`src/rtl/oled_pkg.sv`:
```
// oled_pkg: command codes and receiver state encoding shared by the OLED SPI receiver
package oled_pkg;
  localparam logic [7:0] C_CMD_COL = 8'h15;
  localparam logic [7:0] C_CMD_ROW = 8'h75;
  localparam logic [7:0] C_CMD_RAM = 8'h5C;
  typedef enum logic [2:0] {IDLE, COL_S, COL_E, ROW_S, ROW_E, RAM_WR, SKIP} state_t;
endpackage

```
`src/rtl/spi_byte_rx.sv`:
```
// spi_byte_rx: synchronizes the SPI pins, detects the sampling edge and assembles MSB-first bytes
module spi_byte_rx #(
  parameter int c_clk_polarity = 1,
  parameter int c_clk_phase    = 0
) (
  input  logic       clk,
  input  logic       reset,
  input  logic       i_csn,
  input  logic       i_sclk,
  input  logic       i_mosi,
  input  logic       i_dc,
  output logic [7:0] o_byte,
  output logic       o_dc,
  output logic       o_strobe,
  output logic       o_csn
);
  logic [1:0] r_csn, r_mosi, r_dc;
  logic [2:0] r_sclk, r_cnt;
  logic [6:0] r_sr;
  logic       w_edge;
  assign w_edge = (c_clk_polarity == c_clk_phase) ? (r_sclk[1] & ~r_sclk[2]) : (~r_sclk[1] & r_sclk[2]);
  assign o_csn  = r_csn[1];
  // clock synchronizer resets to the idle level so leaving reset never fakes an edge
  always_ff @(posedge clk) begin
    if (reset) begin
      r_csn    <= 2'b11;
      r_sclk   <= {3{1'(c_clk_polarity)}};
      r_mosi   <= '0;
      r_dc     <= '0;
      r_sr     <= '0;
      r_cnt    <= '0;
      o_byte   <= '0;
      o_dc     <= 1'b0;
      o_strobe <= 1'b0;
    end else begin
      r_csn    <= {r_csn[0], i_csn};
      r_sclk   <= {r_sclk[1:0], i_sclk};
      r_mosi   <= {r_mosi[0], i_mosi};
      r_dc     <= {r_dc[0], i_dc};
      o_strobe <= 1'b0;
      if (r_csn[1]) r_cnt <= '0;
      else if (w_edge) begin
        r_sr  <= {r_sr[5:0], r_mosi[1]};
        r_cnt <= r_cnt + 3'd1;
        if (r_cnt == 3'd7) begin
          o_byte   <= {r_sr, r_mosi[1]};
          o_dc     <= r_dc[1];
          o_strobe <= 1'b1;
        end
      end
    end
  end
endmodule

```
`src/rtl/oled_spi_receiver.sv`:
```
// oled_spi_receiver: decodes OLED SPI command/data bytes into addressed pixel writes
// Define OLED_SPI_RECEIVER_CMD_OUT_EN to add the cmd_valid/cmd_byte command outputs
module oled_spi_receiver
  import oled_pkg::*;
#(
  parameter int c_color_bits   = 16,
  parameter int c_x_size       = 128,
  parameter int c_y_size       = 128,
  parameter int c_clk_polarity = 1,
  parameter int c_clk_phase    = 0
) (
  input  logic                        clk,
  input  logic                        reset,
  input  logic                        spi_csn,
  input  logic                        spi_clk,
  input  logic                        spi_mosi,
  input  logic                        spi_dc,
`ifdef OLED_SPI_RECEIVER_CMD_OUT_EN
  output logic                        cmd_valid,
  output logic [7:0]                  cmd_byte,
`endif
  output logic                        px_valid,
  output logic [$clog2(c_x_size)-1:0] px_x,
  output logic [$clog2(c_y_size)-1:0] px_y,
  output logic [c_color_bits-1:0]     px_color
);
  localparam int XW = $clog2(c_x_size);
  localparam int YW = $clog2(c_y_size);
  logic [7:0]              w_byte, r_hi;
  logic                    w_dc, w_stb, w_csn, w_pix, r_have_hi;
  state_t                  r_state, w_state_nx;
  logic [XW-1:0]           r_col_s, r_col_e, r_x, w_col_e, w_xv;
  logic [YW-1:0]           r_row_s, r_row_e, r_y, w_row_e, w_yv;
  logic [c_color_bits-1:0] w_color;
  spi_byte_rx #(.c_clk_polarity(c_clk_polarity), .c_clk_phase(c_clk_phase)) u_rx (
    .clk(clk), .reset(reset), .i_csn(spi_csn), .i_sclk(spi_clk), .i_mosi(spi_mosi), .i_dc(spi_dc),
    .o_byte(w_byte), .o_dc(w_dc), .o_strobe(w_stb), .o_csn(w_csn)
  );
  // an inverted window collapses to the single line at its start
  always_comb begin
    w_col_e    = (r_col_e < r_col_s) ? r_col_s : r_col_e;
    w_row_e    = (r_row_e < r_row_s) ? r_row_s : r_row_e;
    w_xv       = (32'(w_byte) > c_x_size - 1) ? XW'(c_x_size - 1) : XW'(w_byte);
    w_yv       = (32'(w_byte) > c_y_size - 1) ? YW'(c_y_size - 1) : YW'(w_byte);
    w_pix      = w_stb & w_dc & (r_state == RAM_WR) & ((c_color_bits == 8) | r_have_hi);
    w_color    = c_color_bits'({r_hi, w_byte});
    w_state_nx = r_state;
    if (w_stb & ~w_dc)
      w_state_nx = (w_byte == C_CMD_COL) ? COL_S : (w_byte == C_CMD_ROW) ? ROW_S :
                   (w_byte == C_CMD_RAM) ? RAM_WR : SKIP;
    else if (w_stb)
      w_state_nx = (r_state == COL_S) ? COL_E : (r_state == ROW_S) ? ROW_E :
                   (r_state == COL_E || r_state == ROW_E) ? IDLE : r_state;
  end
  always_ff @(posedge clk) begin
    if (reset) begin
      r_state   <= IDLE;
      px_valid  <= 1'b0;
      px_x      <= '0;
      px_y      <= '0;
      px_color  <= '0;
      r_col_s   <= '0;
      r_col_e   <= XW'(c_x_size - 1);
      r_row_s   <= '0;
      r_row_e   <= YW'(c_y_size - 1);
      r_x       <= '0;
      r_y       <= '0;
      r_hi      <= '0;
      r_have_hi <= 1'b0;
    end else begin
      r_state  <= w_state_nx;
      px_valid <= w_pix;
      if (w_pix) begin
        px_x     <= r_x;
        px_y     <= r_y;
        px_color <= w_color;
        r_x      <= (r_x >= w_col_e) ? r_col_s : r_x + 1'b1;
        if (r_x >= w_col_e) r_y <= (r_y >= w_row_e) ? r_row_s : r_y + 1'b1;
      end
      if (w_stb & ~w_dc & (w_byte == C_CMD_RAM)) begin
        r_x <= r_col_s;
        r_y <= r_row_s;
      end
      if (w_stb & w_dc) begin
        if (r_state == COL_S) r_col_s <= w_xv;
        if (r_state == COL_E) r_col_e <= w_xv;
        if (r_state == ROW_S) r_row_s <= w_yv;
        if (r_state == ROW_E) r_row_e <= w_yv;
      end
      if (w_csn | (w_stb & ~w_dc)) r_have_hi <= 1'b0;
      else if (w_stb & w_dc & (r_state == RAM_WR) & (c_color_bits == 16)) begin
        r_have_hi <= ~r_have_hi;
        r_hi      <= w_byte;
      end
    end
  end
`ifdef OLED_SPI_RECEIVER_CMD_OUT_EN
  always_ff @(posedge clk) begin
    if (reset) begin
      cmd_valid <= 1'b0;
      cmd_byte  <= '0;
    end else begin
      cmd_valid <= w_stb & ~w_dc;
      if (w_stb & ~w_dc) cmd_byte <= w_byte;
    end
  end
`endif
endmodule

```
`config.mk`:
```
export PLATFORM = sky130hd
export DESIGN_NAME = oled_spi_receiver
export DESIGN_NICKNAME = d
export VERILOG_FILES = /design/src/rtl/oled_pkg.sv /design/src/rtl/spi_byte_rx.sv /design/src/rtl/oled_spi_receiver.sv
export SDC_FILE = /design/constraint.sdc
export NUM_CORES = 1
export LEC_CHECK = 0
export CORE_MARGIN = 4
export CORE_UTILIZATION = 30
export CTS_CLUSTER_DIAMETER = 80
export DETAILED_ROUTE_END_ITERATION = 10
export HOLD_SLACK_MARGIN = 0.08
export PLACE_DENSITY = 0.49
export SYNTH_ARGS = -nofsm -noshare
export SYNTH_HDL_FRONTEND = slang
export SYNTH_SLANG_ARGS = --single-unit
```
`constraint.sdc`:
```
create_clock -name clk -period 4.5 [get_ports clk]
set_input_delay 1.35 -clock clk [delete_from_list [all_inputs] [get_ports clk]]
set_output_delay 1.35 -clock clk [all_outputs]
set_load 0.05 [all_outputs]
```
==> reports/summary.txt, run 1 <==
critical path required time = 4.80 ns
CTS max path bufs = 2
antenna cells = 0
WL met1 = 5950 microns
Crit path arrival time = 3.97 ns
vias in the first global route = 4047
Routability Congestion = 0.834
status = complete, no violations
max-slew violations = 0
Final Critical Period = 3.66 ns
pre-CTS WS = 0.832 ns
routed wire length per instance = 14.5 microns
io pins = 37
max cap viols = 0
area post-placement = 0.00564 sq mm
top layer in use = met4
syn nets = 630
final hold vios = 0
Post-CTS Resized = 0
first-pass GRT wire length = 20900 microns
met2 routed WL = 5810 microns
# hold bufs at CTS = 0
post-route setup slack = 0.836 ns
die width = 139 microns
Starting Density = 30.8%
vias per cell = 4.92
endpoints failing setup = 0
WS Path Type = reg -> reg
synthesized area per cell = 8.63 sq um
Worst slew margin = 39.5%
layout cell share with drive strength beyond 1 = 8.85%
FMAX = 0.273 GHz
Syn Inst Count = 594
Overflow after GRT = 0
largest net degree at the start of global routing = 77
clk root buf = clkbuf_16
Worst Setup End Kind = register
fillers = 1672
Worst Max-Slew Pin Slew = 0.905 ns
worst min-delay path class = reg -> reg
Setup TNS = 0 ns
post-route clock period utilization = 81.4%
DP HPWL = 8480 microns
initial drt markers = 255
drt drc = 0
antenna viol nets, final = 0
Nets = 656
Final Routed Wirelength = 12300 microns
initial antenna violation count = 0
Leak = 2.23 nW
#FFs+latches synth = 114
area delta synth->final = 21.5%
CTS tree = yes
CTS H-tree lvls = 4
YS warnings = 0
clock skew = 0.0116 ns
register area = 0.00228 sq mm
chip height = 139 microns
drt pass-1 iters = 4
core box area = 0.0166 sq mm
worst-path fanout max = 9
Max VDD drop = 0.238 mV
clk sinks = 114
area share of the largest cell type after synthesis = 44.5%
PD cells = 383 mW/mm^2
Post-CTS Setup Repair Bufs = 0
register area share after synthesis = 44.5%
clock buffer count from CTS = 17
cell area after synthesis = 0.00513 sq mm
final instance area = 0.00623 sq mm
Core Rows = 47
area of the multi-input gates = 0.00263 sq mm
RSZ-0062 raised after global routing = no
# port buffers = 36
die area = 0.0192 sq mm
Critical Path Start Type = register
All-Layer GR Usage = 13.3%
via count = 4193
final core occ = 37.4%
cell type with the largest total area after synthesis = dfxtp_1
Met3 Routed Length = 451 microns
clk slew on worst S/H paths = 0.06 ns
top cells by area, synth = dfxtp_1 (45%), nand2_1 (8.2%), ha_1 (7.3%)
Skew-Pair Late Insertion Delay = 0.41 ns
Yosys cell types = 49
cell usage in the layout, fill, tap and decap left out, drive strengths merged, types with 3 or more instances in the layout:
cell           synthesis  layout
dfxtp                114     114
nand3                 13      13
nand2                113     113
and3                   4       4
nor3                   3       3
or2                    7       7
a21o                   5       5
a31oi                  7       7
a211oi                10      10
mux2i                 35      35
nand2b                 4       4
clkinvlp               0       3
a32o                   3       3
o32ai                  3       3
clkinv                 0       5
o211ai                14      14
nor2                  62      62
a21oi                 60      60
inv                   20      24
mux2                   4       4
and2b                  3       3
ha                    30      30
o21ai                 10      10
xnor2                  4       4
nor2b                  8       8
clkdlybuf4s50          0      35
clkbuf                20      18
buf                   11       3
nand4                  5       5
or3                    4       4
final timing paths:
kind | startpoint | to | slack [ns] | cells after the start
setup reg to reg | r_row_s[5] | r_y[5] | 0.84 | 13
hold / removal | u_rx.r_sclk[0] | u_rx.r_sclk[1] | 0.41 | 1
setup / recovery | r_row_s[5] | r_y[5] | 0.84 | 13
hold reg to reg | u_rx.r_sclk[0] | u_rx.r_sclk[1] | 0.41 | 1
critical path: stages, from the launching register on:
cell	delay, ns
dfxtp_1	0.39
inv_1	0.06
ha_1	0.30
a211o_1	0.31
a211oi_1	0.20
or3_1	0.35
mux2_2	0.39
ha_1	0.26
nand2b_1	0.14
a31oi_1	0.22
a2bb2oi_2	0.31
nand2_4	0.15
mux2_2	0.29
a32o_1	0.20
report_power, final:
part,internal (mW),switching [mW]
clock,0.836,0.509
combinational,0.00758,0.0194
sequential,1.01,0.00145
synth_stat cells, drive strengths merged:
cell     number
a211o         2
a211oi       10
a21o          5
a21oi        60
a221oi        2
a2bb2oi       1
a31oi         7
a32o          3
a32oi         1
and2          2
and2b         3
and3          4
and3b         2
buf          11
clkbuf       20
dfxtp       114
ha           30
inv          20
mux2          4
mux2i        35
nand2       113
nand2b        4
nand3        13
nand3b        1
nand4         5
nand4b        1
nor2         62
nor2b         8
nor3          3
nor4          1
o211ai       14
o21a          2
o21ai        10
o2bb2ai       1
o32ai         3
or2           7
or3           4
xnor2         4
xor2          2
cells by family after synthesis:
kind of cell	after synthesis	share of synthesized area, %
mux	39	7.71
buf+inv	51	4.12
simple gates	233	20.4
fa+ha+maj	30	7.32
xor+xnor	6	1.03
compound gates	121	14.9
flops	114	44.5
flip-flops by register name, indices dropped and copies added (netlist names):
name	count
u_rx.r_mosi	2
r_x	7
r_col_e	7
px_x	7
u_rx.o_strobe	1
r_row_s	7
r_have_hi	1
r_y	7
r_row_e	7
u_rx.r_sr	7
px_valid	1
r_col_s	7
u_rx.r_sclk	3
px_y	7
u_rx.r_dc	2
u_rx.o_dc	1
u_rx.r_cnt	3
px_color	16
r_state	3
u_rx.r_csn	2
u_rx.o_byte	8
r_hi	8
area by class of cell:
class / count / area share [%]
multi-input combinational: 429 / 42.3
sequential: 114 / 36.6
clock buffer: 18 / 7.05
timing repair buffer: 38 / 5.95
tap: 220 / 4.42
clock inverter: 14 / 2.47
inverter: 20 / 1.21
stage by stage:
step / total power [mW] / hold WS, ns / instances
finish: 2.39 / 0.406 / 853
floorplan: 1.05 / 0.389 / 594
CTS: 2.42 / 0.408 / 853
global placement: 1.06 / 0.392 / 821
detailed placement: 1.06 / 0.394 / 821
global route: 2.47 / 0.416 / 853
layer usage:
layer,vias to the layer above,global-route usage (%)
met5,-,0
met4,0,4.38
met3,13,3.17
met2,73,21.4
met1,1987,17.5
li1,2120,-
Power figures use the tool's default switching activity.
==> run 2, diff against run 1 <==
- PLACE_DENSITY: 0.49 -> 0.51
- clock period: 4.5 -> 3 ns (I/O delays scaled with it)
==> reports/summary.txt, run 2 (synthesized netlist as in run 1, its figures left out) <==
status = complete, but fails checks
failing checks = negative setup slack
PD cells = 547 mW/mm^2 (+43%)
post-route setup slack = -0.0598 ns (-0.896 ns)
io pins = 37 (unchanged)
CTS H-tree lvls = 4 (unchanged)
endpoints failing setup = 5 (+5)
CTS max path bufs = 2 (unchanged)
register area = 0.00229 sq mm (+0.44%)
via count = 4261 (+1.6%)
area of the multi-input gates = 0.00282 sq mm (+7.3%)
clk root buf = clkbuf_16
Setup TNS = -0.214 ns (-0.214 ns)
commonest cells after routing, fill and taps aside = nand2_1 (110), dfxtp_1 (106), nor2_1 (58)
clock skew = 0.00859 ns (-0.00304 ns)
worst-path fanout max = 7 (-2)
total power = 3.76 mW (+57%)
Most flops, register = px_color
# hold bufs at CTS = 0 (unchanged)
initial antenna violation count = 0 (unchanged)
clk slew on worst S/H paths = 0.06 ns (about the same)
chip height = 139 microns (unchanged)
All-Layer GR Usage = 13.6% (+0.31 points)
die width = 139 microns (unchanged)
Worst Max-Slew Pin Slew = 0.829 ns (-0.0768 ns)
Skew-Pair Late Insertion Delay = 0.41 ns (about the same)
final hold vios = 0 (unchanged)
max-slew violations = 0 (unchanged)
CTS tree = yes
most common cell after layout, fill and taps aside = nand2_1
max cap viols = 0 (unchanged)
drt pass-1 iters = 5 (+1)
Overflow after GRT = 0 (unchanged)
Nets = 702 (+7.0%)
clock buffer count from CTS = 17 (unchanged)
Leak = 2.55 nW (+14%)
critical path required time = 3.30 ns (-1.50 ns)
layout cell share with drive strength beyond 1 = 20.8% (+12 points)
Routability Congestion = 0.823 (-1.4%)
Worst Setup End Kind = register
core box area = 0.0166 sq mm (unchanged)
post-route clock period utilization = 102% (+21 points)
Starting Density = 30.8% (unchanged)
FMAX = 0.327 GHz (+20%)
DP HPWL = 8680 microns (+2.3%)
die area = 0.0192 sq mm (unchanged)
biggest regs = px_color: 16 flops, r_hi: 8 flops, u_rx.o_byte: 8 flops
Worst slew margin = 44.7% (+5.2 points)
fillers = 1614 (-3.5%)
vias in the first global route = 4138 (+2.2%)
vias per cell = 4.74 (-3.6%)
antenna cells = 0 (unchanged)
first-pass GRT wire length = 21400 microns (+2.6%)
RSZ-0062 raised after global routing = yes
initial drt markers = 264 (+3.5%)
Crit path arrival time = 3.36 ns (-0.61 ns)
Core Rows = 47 (unchanged)
# port buffers = 36 (unchanged)
area delta synth->final = 33.9%
routed wire length per instance = 14.0 microns (-3.0%)
largest net degree at the start of global routing = 96 (+25%)
antenna viol nets, final = 0 (unchanged)
worst min-delay path class = reg -> reg
WS Path Type = reg -> reg
Final Routed Wirelength = 12600 microns (+2.2%)
Max VDD drop = 0.453 mV (+91%)
Largest register FFs = 16 (unchanged)
clk sinks = 114 (unchanged)
drt drc = 0 (unchanged)
Critical Path Start Type = register
Final Critical Period = 3.06 ns (-0.604 ns)
r2r setup slk = -0.06 ns (-0.90 ns)
-- run 2: area by class of cell --
cell class | count | share of cell area (%)
Multi-Input combinational cell | 429 | 41.2
Sequential cell | 114 | 33.4
Timing Repair Buffer | 84 | 10.9
Clock buffer | 17 | 6.20
Tap cell | 220 | 4.01
Clock inverter | 15 | 3.19
Inverter | 20 | 1.09
-- run 2: final timing paths --
path            startpoint  cells after the start       endpoint
max reg2reg     r_row_s[1]                     15         r_y[6]
max             r_row_s[1]                     15         r_y[6]
min          u_rx.r_csn[0]                      1  u_rx.r_csn[1]
min reg2reg  u_rx.r_csn[0]                      1  u_rx.r_csn[1]
-- run 2: report_power, final --
part	switching, mW	internal, mW
Combinational	0.0290	0.0135
Sequential	0.00215	1.52
Clock	0.776	1.42
-- run 2: per-stage QoR --
stage	area, sq um	worst slack, ns	instances	hold slack (ns)	utilization (%)
final	6860	-0.0598	899	0.408	41.2
after global routing	6860	-0.201	899	0.426	41.2
after CTS	6810	-0.0529	899	0.411	40.9
after detailed placement	5980	-0.249	860	0.397	35.9
after global placement	5980	-0.208	860	0.392	35.9
after floorplan	5170	-0.151	594	0.389	-
-- run 2: critical path, stage by stage, from the launching register on --
cell,delay [ns]
dfxtp_2,0.33
inv_2,0.04
ha_4,0.25
a21o_1,0.10
a21o_1,0.11
a211oi_2,0.06
or3_4,0.41
buf_4,0.17
mux2i_1,0.12
ha_1,0.34
a21oi_2,0.15
nand2_1,0.07
a2bb2oi_2,0.19
nand2_4,0.11
mux2_4,0.30
a32o_1,0.21
-- run 2: what timing repair did --
item / 4_1_cts / 5_1_grt
endpoints found under the setup margin: 14 / 14
cloned: 0 / 0
gates resized for setup: 27 / 19
buffers inserted: 7 / 0
pin swaps: 21 / 19
-- run 2: layer usage --
layer	wire, microns	GRT usage (%)	vias up
li1	-	-	2204
met1	6220	18.1	1984
met2	5890	21.7	62
met3	321	2.83	11
met4	170	5.15	0
met5	0	0	-
==> run 3, diff against run 2 <==
- CELL_PAD_IN_SITES_DETAIL_PLACEMENT: not set -> 1
- CELL_PAD_IN_SITES_GLOBAL_PLACEMENT: not set -> 2
- CORE_UTILIZATION: 30 -> 32
- PLACE_DENSITY: 0.51 -> 0.77
==> reports/summary.txt, run 3 (synthesized netlist as in run 1, its figures left out) <==
status = complete, but fails checks
failing checks = negative setup slack
commonest cells after routing, fill and taps aside = nand2_1 (108), dfxtp_1 (107), nor2_1 (58)
part of the power in registers = 42.8% (+2.3 points)
Overflow after GRT = 0 (unchanged)
Gate power share = 1.2% (about the same)
clk root buf = clkbuf_16
worst-path fanout max = 4 (-3)
initial drt markers = 198 (-25%)
gr busiest metal = met2
vias in the first global route = 4629 (+12%)
Nets = 712 (+1.4%)
critical path required time = 3.32 ns (+0.02 ns)
GR Util met2 = 27.4% (+5.7 points)
Skew-Pair Late Insertion Delay = 0.42 ns (about the same)
Final Critical Period = 3.13 ns (+0.0736 ns)
fillers = 1845 (+14%)
# port buffers = 36 (unchanged)
Largest register FFs = 16 (unchanged)
final hold vios = 0 (unchanged)
vias per cell = 4.94 (+4.2%)
internal power = 2.80 mW (-5.1%)
max-slew violations = 0 (unchanged)
total net switching power = 0.757 mW (-6.3%)
die width = 135 microns (-3.0%)
Worst slew margin = 39.9% (-4.8 points)
post-route clock period utilization = 104% (+2.5 points)
Final Routed Wirelength = 14300 microns (+14%)
PD cells = 512 mW/mm^2 (-6.5%)
switch share = 21.3% (-0.21 points)
drt pass-1 iters = 4 (-1)
max cap viols = 0 (unchanged)
clock skew = 0.00881 ns (+0.000215 ns)
area delta synth->final = 35.5%
chip height = 135 microns (-3.0%)
Leak = 2.57 nW (+0.46%)
grt met3 use = 4.47% (+1.6 points)
Worst Setup End Kind = register
io pins = 37 (unchanged)
biggest regs = px_color: 16 flops, r_hi: 8 flops, u_rx.o_byte: 8 flops
CTS tree = yes
Non-Filler Instances = 905 (+0.67%)
Max VDD drop = 0.417 mV (-7.9%)
Critical Path Start Type = register
initial antenna violation count = 0 (unchanged)
Most flops, register = px_color
Hold Path Origin = u_rx.r_sclk[0]
clk slew on worst S/H paths = 0.05 ns (about the same)
r2r startpoint = r_col_s[1]
clock buffer count from CTS = 17 (unchanged)
Worst Max-Slew Pin Slew = 0.900 ns (+0.0716 ns)
largest net degree at the start of global routing = 46 (-52%)
first-pass GRT wire length = 23700 microns (+11%)
most common cell after layout, fill and taps aside = nand2_1
drt drc = 0 (unchanged)
FMAX = 0.319 GHz (-2.3%)
clk sinks = 114 (unchanged)
# hold bufs at CTS = 0 (unchanged)
CTS H-tree lvls = 4 (unchanged)
WS Path Type = reg -> reg
Routability Congestion = 0.841 (+2.1%)
Clock power frac = 55.9% (-2.5 points)
All-Layer GR Usage = 16.6% (+3.0 points)
area of the multi-input gates = 0.00293 sq mm (+3.7%)
register area = 0.00229 sq mm (about the same)
CTS max path bufs = 2 (unchanged)
area post-placement = 0.00601 sq mm (+0.46%)
Cells after DPL = 862 (+0.23%)
post-route setup slack = -0.133 ns (-0.0736 ns)
crit path launch = r_col_s[1]
layout cell share with drive strength beyond 1 = 22.9% (+2.2 points)
antenna cells = 0 (unchanged)
Crit path arrival time = 3.46 ns (+0.10 ns)
Starting Density = 32.5% (+1.7 points)
RSZ-0062 raised after global routing = yes
core box area = 0.0158 sq mm (-5.2%)
antenna viol nets, final = 0 (unchanged)
Core Rows = 46 (-2.1%)
via count = 4468 (+4.9%)
grt met1 use = 20.8% (+2.7 points)
worst min-delay path class = reg -> reg
final instance area = 0.00694 sq mm (+1.2%)
routed wire length per instance = 15.8 microns (+13%)
DP HPWL = 10100 microns (+16%)
endpoints failing setup = 14 (+9)
die area = 0.0181 sq mm (-5.9%)
-- run 3: changes by cell type in the layout (fill, tap and decap cells not counted), sizes merged --
| cell | change |
|---|---|
| inv | -6 |
| clkinvlp | +3 |
| clkbuf | +3 |
| a21oi | +1 |
| bufinv | -2 |
| o21ai | +1 |
| clkinv | +2 |
| buf | +8 |
-- run 3: cell type report --
type / instances / share of cell area [%]
clock buffers: 20 / 6.58
clock inverters: 12 / 1.91
inverters: 20 / 1.08
multi-input cells: 431 / 42.2
flip-flops and latches: 114 / 33.0
well taps: 216 / 3.89
repair buffers: 92 / 11.4
-- run 3: worst paths after layout --
kind	to	depth (start not counted)	slack, ns
max	r_x[2]	16	-0.13
max reg2reg	r_x[2]	16	-0.13
min reg2reg	u_rx.r_sclk[1]	1	0.41
min	u_rx.r_sclk[1]	1	0.41
-- run 3: stage by stage --
stage / total power [mW] / hold slack (ns) / util [%] / TNS, ns / worst slack, ns
after CTS: 3.60 / 0.410 / 43.3 / -0.616 / -0.0948
after detailed placement: 1.60 / 0.397 / 38.1 / -4.31 / -0.349
after global routing: 3.69 / 0.428 / 44.0 / -2.59 / -0.253
after floorplan: 1.58 / 0.389 / - / -0.318 / -0.151
after global placement: 1.60 / 0.392 / 38.1 / -2.35 / -0.222
final: 3.55 / 0.407 / 44.0 / -0.811 / -0.133
-- run 3: worst max-delay path, stage by stage (launching register included) --
cell,delay [ns]
dfxtp_2,0.33
inv_2,0.04
ha_4,0.25
a21o_1,0.11
a21o_1,0.12
a211oi_2,0.07
or3_4,0.40
buf_6,0.14
mux2i_2,0.14
ha_1,0.35
a21oi_2,0.19
o21ai_4,0.10
a21oi_4,0.20
buf_4,0.16
nand2_2,0.09
mux2i_1,0.14
o32ai_1,0.21
-- run 3: per-layer routing --
layer	up-vias	wire, microns
met5	-	0
met4	0	204
met3	18	368
met2	52	7040
met1	2172	6730
li1	2226	-
-- run 3: power by group through the flow --
stage,Clock [mW],Sequential (mW),Combinational (mW)
3_5_place_dp,0,1.56,0.0426
5_1_grt,2.12,1.52,0.0479
3_3_place_gp,0,1.55,0.0419
2_1_floorplan,0,1.55,0.0282
6_report,1.99,1.52,0.0435
4_1_cts,2.04,1.52,0.0430
-- run 3: repair_timing --
action                     4_1_cts  5_1_grt
gates cloned                     2        0
setup buffers                    4        5
gates resized for setup         36       25
pin swaps                       29       16
setup endpoints to repair       14       14
